<file path="src/rtl/ternary_pkg.sv">
// Shared definitions for the ternary perceptron datapath: crumb codes,
// loader state encoding and the default frame size.
package ternary_pkg;

  localparam int TW_N_WEIGHTS_DEFAULT = 4;

  // 2-bit ternary weight codes ("crumbs")
  localparam logic [1:0] TW_ZERO = 2'b00;
  localparam logic [1:0] TW_POS  = 2'b01;
  localparam logic [1:0] TW_RSVD = 2'b10;
  localparam logic [1:0] TW_NEG  = 2'b11;

  typedef enum logic {
    FILL = 1'b0,
    FULL = 1'b1
  } tw_state_e;

  function automatic logic tw_is_rsvd(input logic [1:0] c);
    return c == TW_RSVD;
  endfunction

endpackage

</file>
<file path="src/rtl/ternary_crumb_check.sv">
// Crumb sanitiser: the reserved code is turned into a zero weight so it can
// never reach the perceptron as a meaningful value, and is flagged.
module ternary_crumb_check
  import ternary_pkg::*;
(
  input  logic [1:0] crumb_i,
  output logic [1:0] crumb_o,
  output logic       rsvd_o
);

  assign rsvd_o  = tw_is_rsvd(crumb_i);
  assign crumb_o = rsvd_o ? TW_ZERO : crumb_i;

endmodule

</file>
<file path="src/rtl/ternary_weight_loader.sv">
// Double-buffered ternary weight loader. Crumbs fill a shadow word; a whole,
// correctly framed shadow word is copied to the active word in one commit.
module ternary_weight_loader
  import ternary_pkg::*;
#(
  parameter int N_WEIGHTS = TW_N_WEIGHTS_DEFAULT
) (
  input  logic                   clk,
  input  logic                   reset,
  input  logic                   in_valid,
  output logic                   in_ready,
  input  logic [1:0]             in_crumb,
  input  logic                   in_last,
  input  logic                   hold,
  input  logic                   err_clr,
  output logic [2*N_WEIGHTS-1:0] weights_out,
  output logic                   weights_valid,
  output logic                   commit_pulse,
  output logic                   rsvd_seen,
  output logic                   frame_err
);

  localparam int W  = 2 * N_WEIGHTS;
  // A single-crumb frame still needs a 1-bit counter to be legal RTL.
  localparam int CW = (N_WEIGHTS > 1) ? $clog2(N_WEIGHTS) : 1;
  localparam logic [CW-1:0] CNT_LAST = CW'(N_WEIGHTS - 1);

  tw_state_e       state_q, state_d;
  logic [CW-1:0]   cnt_q, cnt_d;
  logic [W-1:0]    shadow_q, shadow_d;
  logic [W-1:0]    active_q, active_d;
  logic            in_ready_q, in_ready_d;
  logic            weights_valid_q, weights_valid_d;
  logic            commit_pulse_q, commit_pulse_d;
  logic            rsvd_seen_q, rsvd_seen_d;
  logic            frame_err_q, frame_err_d;

  logic [1:0]      crumb_norm;
  logic            crumb_rsvd;
  logic            xfer;
  logic            at_last_slot;

  ternary_crumb_check u_crumb_check (
    .crumb_i (in_crumb),
    .crumb_o (crumb_norm),
    .rsvd_o  (crumb_rsvd)
  );

  assign xfer         = in_valid && in_ready_q && (state_q == FILL);
  assign at_last_slot = (cnt_q == CNT_LAST);

  // Next-state: frame assembly in FILL, commit (unless held) in FULL.
  always_comb begin
    state_d         = state_q;
    cnt_d           = cnt_q;
    shadow_d        = shadow_q;
    active_d        = active_q;
    weights_valid_d = weights_valid_q;
    commit_pulse_d  = 1'b0;
    rsvd_seen_d     = xfer && crumb_rsvd;
    // A new framing error below overrides a same-cycle clear.
    frame_err_d     = err_clr ? 1'b0 : frame_err_q;

    case (state_q)
      FILL: begin
        if (xfer) begin
          if (in_last && at_last_slot) begin
            shadow_d[{cnt_q, 1'b0} +: 2] = crumb_norm;
            cnt_d   = '0;
            state_d = FULL;
          end else if (in_last || at_last_slot) begin
            // Short or overlong frame: drop everything gathered so far.
            shadow_d    = '0;
            cnt_d       = '0;
            frame_err_d = 1'b1;
          end else begin
            shadow_d[{cnt_q, 1'b0} +: 2] = crumb_norm;
            cnt_d = cnt_q + CW'(1);
          end
        end
      end
      FULL: begin
        if (!hold) begin
          active_d        = shadow_q;
          shadow_d        = '0;
          commit_pulse_d  = 1'b1;
          weights_valid_d = 1'b1;
          state_d         = FILL;
        end
      end
      default: state_d = FILL;
    endcase

    // Ready is registered from the next state so it never depends on in_valid.
    in_ready_d = (state_d == FILL);
  end

  // State and output registers; reset discards both buffers.
  always_ff @(posedge clk) begin
    if (reset) begin
      state_q         <= FILL;
      cnt_q           <= '0;
      shadow_q        <= '0;
      active_q        <= '0;
      in_ready_q      <= 1'b0;
      weights_valid_q <= 1'b0;
      commit_pulse_q  <= 1'b0;
      rsvd_seen_q     <= 1'b0;
      frame_err_q     <= 1'b0;
    end else begin
      state_q         <= state_d;
      cnt_q           <= cnt_d;
      shadow_q        <= shadow_d;
      active_q        <= active_d;
      in_ready_q      <= in_ready_d;
      weights_valid_q <= weights_valid_d;
      commit_pulse_q  <= commit_pulse_d;
      rsvd_seen_q     <= rsvd_seen_d;
      frame_err_q     <= frame_err_d;
    end
  end

  assign in_ready      = in_ready_q;
  assign weights_out   = active_q;
  assign weights_valid = weights_valid_q;
  assign commit_pulse  = commit_pulse_q;
  assign rsvd_seen     = rsvd_seen_q;
  assign frame_err     = frame_err_q;

endmodule

</file>
<file path="config.mk">
export PLATFORM = sky130hd
export DESIGN_NAME = ternary_weight_loader
export DESIGN_NICKNAME = d
export VERILOG_FILES = /design/src/rtl/ternary_pkg.sv /design/src/rtl/ternary_crumb_check.sv /design/src/rtl/ternary_weight_loader.sv
export SDC_FILE = /design/constraint.sdc
export NUM_CORES = 1
export LEC_CHECK = 0
export BUFFER_PORTS_ARGS = -buffer_cell sky130_fd_sc_hd__buf_2
export CAP_MARGIN = 20
export CORE_UTILIZATION = 45
export DETAILED_ROUTE_END_ITERATION = 10
export PLACE_DENSITY_LB_ADDON = 0.12
export SLEW_MARGIN = 30
export SYNTH_ARGS = -nofsm -noshare
export SYNTH_HDL_FRONTEND = slang
export SYNTH_SLANG_ARGS = --single-unit
</file>
<file path="constraint.sdc">
create_clock -name clk -period 4.6 [get_ports clk]
set_input_delay 0.69 -clock clk [delete_from_list [all_inputs] [get_ports clk]]
set_output_delay 0.69 -clock clk [all_outputs]
set_load 0.02 [all_outputs]
</file>
==> out/metrics.csv, run 1 <==
metric,value,unit
crit path launch type,register,
Mapped Cells,112,
antenna violations before repair,0,
vias per std cell,5.02,
Netlist cell types,27,
Fin. Hold Viols,0,
number of gates resized after CTS,0,
Final period util,42.0,%
Num CTS Buffers,3,
Detailed Place HPWL,1.34,mm
syn_area_per_cell,9.07,sq um
status,"finished, final reports clean",
Hold Crit Depth,2,
first-pass GRT wire length,2.86,mm
Routed Antenna Nets,0,
Root Buffer,clkbuf_4,
pwr/cell area,293,mW/mm^2
Syn Std Cell Area,0.00102,sq mm
Final Max Slew Viols,0,
skew final,0.00229,ns
share of post-route cells with drive strength above 1,20.6,%
Placer Congestion,0.735,
grt total ovfl,0,
post-synth net total,126,
RSZ-0062 raised after global routing,no,
cell count of the worst reg-to-reg path,5,
maximum vdd ir drop,0.191,mV
routed via count,793,
CP max-delay cell,dfxtp_1,
Final TNS setup,0,ns
Max-slew headroom,53.5,%
CTS H-Tree Depth,1,
Fill cells,200,
Seq cells post-synth,24,
Hold Path Origin,weights_out[0],
Max Root-Sink Buffers,2,
CP startpoint,cnt_q[0],
number of global-route vias before repair,698,
IO Port Bufs,20,
Core Area,0.00204,sq mm
Critical Path Sink Type,register,
Least-Margin Pin Slew,0.696,ns
clock sink count,24,
CTS tree,done,
Hold EP,weights_out[0],
CP peak stage delay,0.55,ns
Residual DRC,0,
nets,146,
hold buffer count at CTS,0,
post-layout min period,1.93,ns
initial core utilization,49.8,%
die area,0.00245,sq mm
multi-input logic area,502,sq um
critical path type,reg2reg,
GRT Total Usage,15.1,%
"critical path, cell by cell",ha_1 > xor2_1 > or3_1 > o21ai_0 > a22o_1,
CP required,4.81,ns
die height,49.5,microns
clk_lat worst skew,0.30,ns
achievable clock frequency,0.518,GHz
max-cap violations,0,
Storage cell area,480,sq um
Post-CTS Setup Inserts,0,
"Reg clk slew, reported paths",0.12,ns
RR Endpoint,shadow_q[7],
initial drt markers,3,
R2R setup slack,2.67,ns
Routed WL per cell,11.0,microns
largest net degree at the start of global routing,20,
top-level I/O count,21,
DR pass1 iterations,4,
setup violators final,0,
Die W,49.5,microns
# diodes,0,
Hold Crit Class,reg2reg,
final WL,1.74,mm
Critical Path Fanout Max,8,
synthesis warning total,0,
setup slack after layout,2.67,ns
final core utilization,56.8,%
# rows,16,
Leakage,0.000508,uW
worst r2r src,cnt_q[0],
pre-CTS setup slack,2.50,ns
Area Growth Syn to Fin,14.2,%
CP arrival,2.14,ns
"Seq/Total Area, Yosys",47.3,%
==> cells in the final DEF, fill, tap and decap left out, types with 2 or more instances in the layout <==
cell      instances
dfxtp_1          24
buf_2            20
nand2_1          18
a21oi_1          13
nor2_1           11
ha_1              6
o21ai_0           5
nor2b_1           4
a21o_1            3
a22o_1            3
clkbuf_4          3
inv_1             2
or3_1             2
nand4_1           2
nand3_1           2
nor3_1            2
==> worst max-delay path, delay by kind of cell (launching register included) <==
family / cells / cell delay, ns
adder cells (fa/ha/maj): 1 / 0.27
AND/OR/NAND/NOR: 1 / 0.31
XOR/XNOR: 1 / 0.30
AO/OA/AOI/OAI: 2 / 0.41
flip-flops: 1 / 0.55
==> worst max-delay path by stage <==
stage | slack, ns | depth (start not counted) | endpoint
after global routing | 2.56 | 5 | shadow_q[5]
after CTS | 2.66 | 5 | shadow_q[7]
after floorplan | 2.76 | 5 | shadow_q[5]
after detailed placement | 2.50 | 5 | shadow_q[7]
final | 2.67 | 5 | shadow_q[7]
after global placement | 2.58 | 5 | shadow_q[3]
==> where the power goes <==
group	switching, uW	leakage [uW]	internal, uW
clock	58.0	0.0000210	48.2
combinational	13.8	0.000293	8.26
sequential	2.21	0.000194	210
total	74.0	0.000508	266
==> routing by layer <==
layer / global-route usage, % / routed length (microns) / vias up
li1: - / - / 419
met1: 17.7 / 855 / 359
met2: 26.9 / 823 / 13
met3: 3.70 / 52 / 2
met4: 4.29 / 11 / 0
met5: 0 / 0 / -
==> metrics by stage <==
step / area (sq um) / cells / hold slack [ns] / total power, uW
finish: 1160 / 158 / 0.459 / 340
global route: 1160 / 158 / 0.481 / 354
CTS: 1160 / 158 / 0.462 / 343
detailed placement: 1120 / 154 / 0.444 / 239
global placement: 1120 / 154 / 0.441 / 238
floorplan: 1020 / 112 / 0.426 / 231
==> registers in the layout, indices dropped and copies added, names as in the netlist <==
name,count
cnt_q,2
commit_pulse,1
frame_err,1
in_ready,1
rsvd_seen,1
shadow_q,8
state_q,1
weights_out,8
weights_valid,1
==> area by class of cell <==
cell class / instances / share of cell area (%)
Timing Repair Buffer: 20 / 8.63
Clock buffer: 4 / 3.13
Multi-Input combinational cell: 81 / 43.3
Sequential cell: 24 / 41.4
Inverter: 2 / 0.647
Tap cell: 27 / 2.91
==> cell families (layout without fill, tap and decap cells) <==
| logic type | Yosys count | count (layout) | share of synthesized area, % |
|---|---|---|---|
| AOI/OAI and AO/OA | 25 | 25 | 14.5 |
| adders and majority gates | 6 | 6 | 7.39 |
| and+or+nand+nor | 49 | 49 | 26.6 |
| xor gates and xnor gates | 1 | 1 | 0.862 |
| DFF | 24 | 24 | 47.3 |
| buffers and inverters | 7 | 26 | 3.32 |
==> synth_stat cells (all sizes together) <==
library cell	n	area (sq um)
a22o	3	26.3
and3	1	6.26
dfxtp	24	480
nor2b	4	25.0
nand4	2	12.5
ha	6	75.1
nor4b	2	32.5
a21oi	13	65.1
nand2	18	67.6
nand4b	1	8.76
nor3	2	10.0
nand3	2	10.0
xor2	1	8.76
nor2	11	41.3
o21ai	5	25.0
o2bb2ai	1	8.76
a21o	3	22.5
nand3b	1	20.0
and3b	1	10.0
nand2b	1	6.26
buf	2	15.0
or2b	1	7.51
clkbuf	3	11.3
or3	2	12.5
inv	2	7.51
(Power assumes the default switching activity.)
==> run 2: changes to the inputs <==
==> constraint.sdc (replaced) <==
create_clock -name clk -period 1.76 [get_ports clk]
set_input_delay 0.264 -clock clk [delete_from_list [all_inputs] [get_ports clk]]
set_output_delay 0.264 -clock clk [all_outputs]
set_load 0.02 [all_outputs]
==> run 2 against run 1 <==
Compared with the run above:
- via count is 2.0% higher
- wire length is 8.0% higher
- final cell count is 3.2% higher
- total power grew to 3.0 times the previous value
- final area is 5.1% higher
- first-iteration DRC count is 130% higher
- highest routed layer unchanged
- fmax is 18% higher
- critical endpoint is now shadow_q[5]
- sequential share of layout area is 2.0 points lower
- critical path depth stayed put
- clock power grew to 3.7 times the previous value
- die area stayed put
==> out/metrics.csv, run 2 (same netlist as run 1, synthesis figures left out) <==
metric,value,unit
initial drt markers,7,
Placer Congestion,0.842,
die area,0.00245,sq mm
Routed WL per cell,11.5,microns
achievable clock frequency,0.612,GHz
IO Port Bufs,20,
Area Growth Syn to Fin,20.0,%
Core Area,0.00204,sq mm
CP peak stage delay,0.38,ns
CP arrival,1.91,ns
Final Max Slew Viols,0,
Buf/Inv on CP,0,
CP required,2.04,ns
routed via count,809,
Critical Path Sink Type,register,
nets,151,
skew final,0.00378,ns
Die W,49.5,microns
# diodes,0,
first-pass GRT wire length,3.18,mm
Detailed Place HPWL,1.46,mm
max-cap violations,0,
critical path type,reg2reg,
clk_lat worst skew,0.32,ns
# rows,16,
Final period util,92.8,%
CP max-delay cell,or3_4,
Routed Antenna Nets,0,
Top delay family on crit path,simple AND/OR/NAND/NOR gates,
status,"finished, final reports clean",
Fin. Hold Viols,0,
Max-slew headroom,80.7,%
Root Buffer,clkbuf_4,
largest net degree at the start of global routing,17,
setup violators final,0,
GRT Total Usage,17.3,%
Critical Path Fanout Max,7,
Residual DRC,0,
vias per std cell,4.96,
hold buffer count at CTS,0,
Leakage,0.000542,uW
RSZ-0062 raised after global routing,no,
WP depth,5,
maximum vdd ir drop,0.736,mV
Hold Crit Class,in2reg,
Hold Crit Depth,2,
Max Root-Sink Buffers,2,
"Reg clk slew, reported paths",0.13,ns
most frequent cells in the layout,"dfxtp_1 (24), buf_2 (20), nand2_1 (18)",
die height,49.5,microns
Final TNS setup,0,ns
number of global-route vias before repair,733,
final WL,1.88,mm
pwr/cell area,832,mW/mm^2
Post-CTS Setup Inserts,0,
Least-Margin Pin Slew,0.290,ns
post-layout min period,1.63,ns
cell count of the worst reg-to-reg path,5,
clock sink count,24,
final core utilization,59.7,%
CTS tree,done,
"commonest non-fill, non-tap cell in the layout",dfxtp_1,
antenna violations before repair,0,
share of post-route cells with drive strength above 1,24.3,%
crit path launch type,register,
CTS H-Tree Depth,1,
Num CTS Buffers,3,
top-level I/O count,21,
grt total ovfl,0,
DR pass1 iterations,4,
initial core utilization,49.8,%
"critical path, cell by cell",ha_1 > xor2_1 > or3_4 > nor4b_4 > a22o_1,
run 2: timing repair:
action                                 4_1_cts  5_1_grt
endpoints found under the hold margin        0        0
resized for setup                            0        2
setup endpoints to repair                    0        3
run 2: area by class of cell:
type | instances | area (sq um)
Timing Repair Buffer | 25 | 138
Tap cell | 27 | 33.8
Inverter | 2 | 7.51
Clock buffer | 3 | 22.5
Sequential cell | 24 | 480
Fill cell | 200 | 823
Multi-Input combinational cell | 81 | 507
Clock inverter | 1 | 30.0
run 2: report_power, final:
part / total (uW) / internal [uW] / switching, uW
logic: 66.7 / 26.7 / 40.0
clock network: 396 / 231 / 165
registers: 552 / 548 / 3.66
run 2: path summary, 6_finish.rpt:
path,startpoint,to,slack [ns]
max,cnt_q[0],shadow_q[5],0.13
min,in_crumb[0],rsvd_seen,0.11
max reg2reg,cnt_q[0],shadow_q[5],0.13
min reg2reg,weights_out[5],weights_out[5],0.46
run 2: routing by layer:
metal	vias to the layer above	GRT usage [%]	part of all wire, %
met5	-	0	0
met4	0	5.71	1.2
met3	5	5.56	4.0
met2	16	31.1	51
met1	355	19.1	44
li1	433	-	-
run 2: metrics by stage:
step | area [sq um] | worst slack (ns) | std cells | total power (uW) | hold WS, ns
3_3_place_gp | 1160 | 0.103 | 159 | 628 | 0.439
3_5_place_dp | 1160 | 0.0888 | 159 | 630 | 0.445
5_1_grt | 1220 | 0.0570 | 163 | 1050 | 0.106
6_report | 1220 | 0.126 | 163 | 1010 | 0.112
2_1_floorplan | 1020 | 0.0245 | 112 | 603 | 0.343
4_1_cts | 1210 | 0.0649 | 163 | 1020 | 0.105
==> run 3: changes to the inputs <==
--- a/config.mk
+++ b/config.mk
@@ -9,8 +9,9 @@
 export CAP_MARGIN = 20
 export CORE_UTILIZATION = 45
 export DETAILED_ROUTE_END_ITERATION = 10
-export PLACE_DENSITY_LB_ADDON = 0.12
+export PLACE_DENSITY = 0.71
 export SLEW_MARGIN = 30
 export SYNTH_ARGS = -nofsm -noshare
 export SYNTH_HDL_FRONTEND = slang
 export SYNTH_SLANG_ARGS = --single-unit
+export TNS_END_PERCENT = 50
==> run 3 against run 2 <==
Compared with the run above:
- final area increased by 0.92%
- total power increased by 0.28%
- global-route usage increased by 0.14 points
- non-clock buffer count decreased by 1
- final cell count decreased by 0.61%
- sequential share of layout area decreased by 0.36 points
- largest cell class unchanged
==> out/metrics.csv, run 3 (same netlist as run 1, synthesis figures left out) <==
metric,value,unit
status,"finished, final reports clean",
Core Area,0.00204,sq mm
Fill cells,198,
grt total ovfl,0,
"commonest non-fill, non-tap cell in the layout",dfxtp_1,
Post-CTS Setup Inserts,0,
"Reg clk slew, reported paths",0.12,ns
CP arrival,1.92,ns
# diodes,0,
antenna violations before repair,0,
Root Buffer,clkbuf_4,
pwr/cell area,827,mW/mm^2
IO Port Bufs,20,
Hold Crit Depth,2,
routed via count,833,
clock sink count,24,
Critical Path Sink Type,register,
share of post-route cells with drive strength above 1,25.2,%
cell count of the worst reg-to-reg path,5,
Detailed Place HPWL,1.45,mm
# rows,16,
max-cap violations,0,
Routed WL per cell,11.5,microns
Placer Congestion,0.806,
Die W,49.5,microns
clk_lat worst skew,0.32,ns
critical path type,reg2reg,
Routed Antenna Nets,0,
achievable clock frequency,0.604,GHz
Least-Margin Pin Slew,0.284,ns
die height,49.5,microns
skew final,0.00832,ns
final WL,1.86,mm
Max Root-Sink Buffers,2,
Critical Path Fanout Max,7,
Final TNS setup,0,ns
Final period util,94.1,%
Leakage,0.000540,uW
largest net degree at the start of global routing,17,
Residual DRC,0,
vias per std cell,5.14,
GRT Total Usage,17.4,%
Fin. Hold Viols,0,
maximum vdd ir drop,0.454,mV
post-layout min period,1.66,ns
DR pass1 iterations,4,
CP required,2.03,ns
Area Growth Syn to Fin,21.1,%
Hold Crit Class,in2reg,
hold buffer count at CTS,0,
CTS H-Tree Depth,1,
number of global-route vias before repair,779,
initial drt markers,9,
Num CTS Buffers,3,
CTS tree,done,
initial core utilization,49.8,%
Final Max Slew Viols,0,
RSZ-0062 raised after global routing,no,
die area,0.00245,sq mm
crit path launch type,register,
setup violators final,0,
first-pass GRT wire length,3.24,mm
Finished Layout Cells,162,
placed cells,158,
Max-slew headroom,81.1,%
top-level I/O count,21,
nets,150,
most frequent cells in the layout,"dfxtp_1 (24), buf_2 (20), nand2_1 (18)",
==> run 3: what timing repair did <==
action,CTS,global route
hold endpoints to repair,0,0
setup endpoints to repair,0,7
resized for setup,0,3
==> run 3: cell type report <==
class	count	area, sq um	share of cell area, %
clock buffers	3	22.5	1.83
clock inverters	1	30.0	2.44
inverters	2	7.51	0.610
multi-input cells	81	526	42.7
flip-flops and latches	24	480	39.1
well taps	27	33.8	2.75
repair buffers	24	130	10.6
==> run 3: metrics by stage <==
step	util [%]	cell area, sq um	setup WS, ns	power, uW	hold slack, ns
after floorplan	-	1020	0.0245	603	0.343
after global placement	56.5	1150	0.110	627	0.439
after detailed placement	56.5	1150	0.0564	629	0.440
after CTS	59.1	1210	0.0275	1030	0.109
after global routing	60.2	1230	0.00136	1060	0.120
final	60.2	1230	0.103	1020	0.123
==> run 3: layer usage <==
layer  track usage [%]  share of wire (%)  vias up
met3              3.09                3.0        7
met5                 0                  0        -
li1                  -                  -      428
met4              12.4                3.5        0
met2              29.5                 49       21
met1              19.7                 45      377
==> run 3: critical path: stages (launching register included) <==
cell,delay (ns)
dfxtp_1,0.38
ha_1,0.23
xor2_1,0.18
or3_4,0.38
nor4b_4,0.28
a22o_1,0.17
==> run 3: final timing paths <==
path                from             end  slack, ns
max reg2reg     cnt_q[1]     shadow_q[5]       0.10
min          in_crumb[0]       rsvd_seen       0.12
max             cnt_q[1]     shadow_q[5]       0.10
min reg2reg  shadow_q[3]  weights_out[3]       0.46
==> run 3: where the power goes <==
group,switching [uW],internal [uW]
clock network,165,230
registers,3.44,548
logic,41.6,28.9
total,210,807
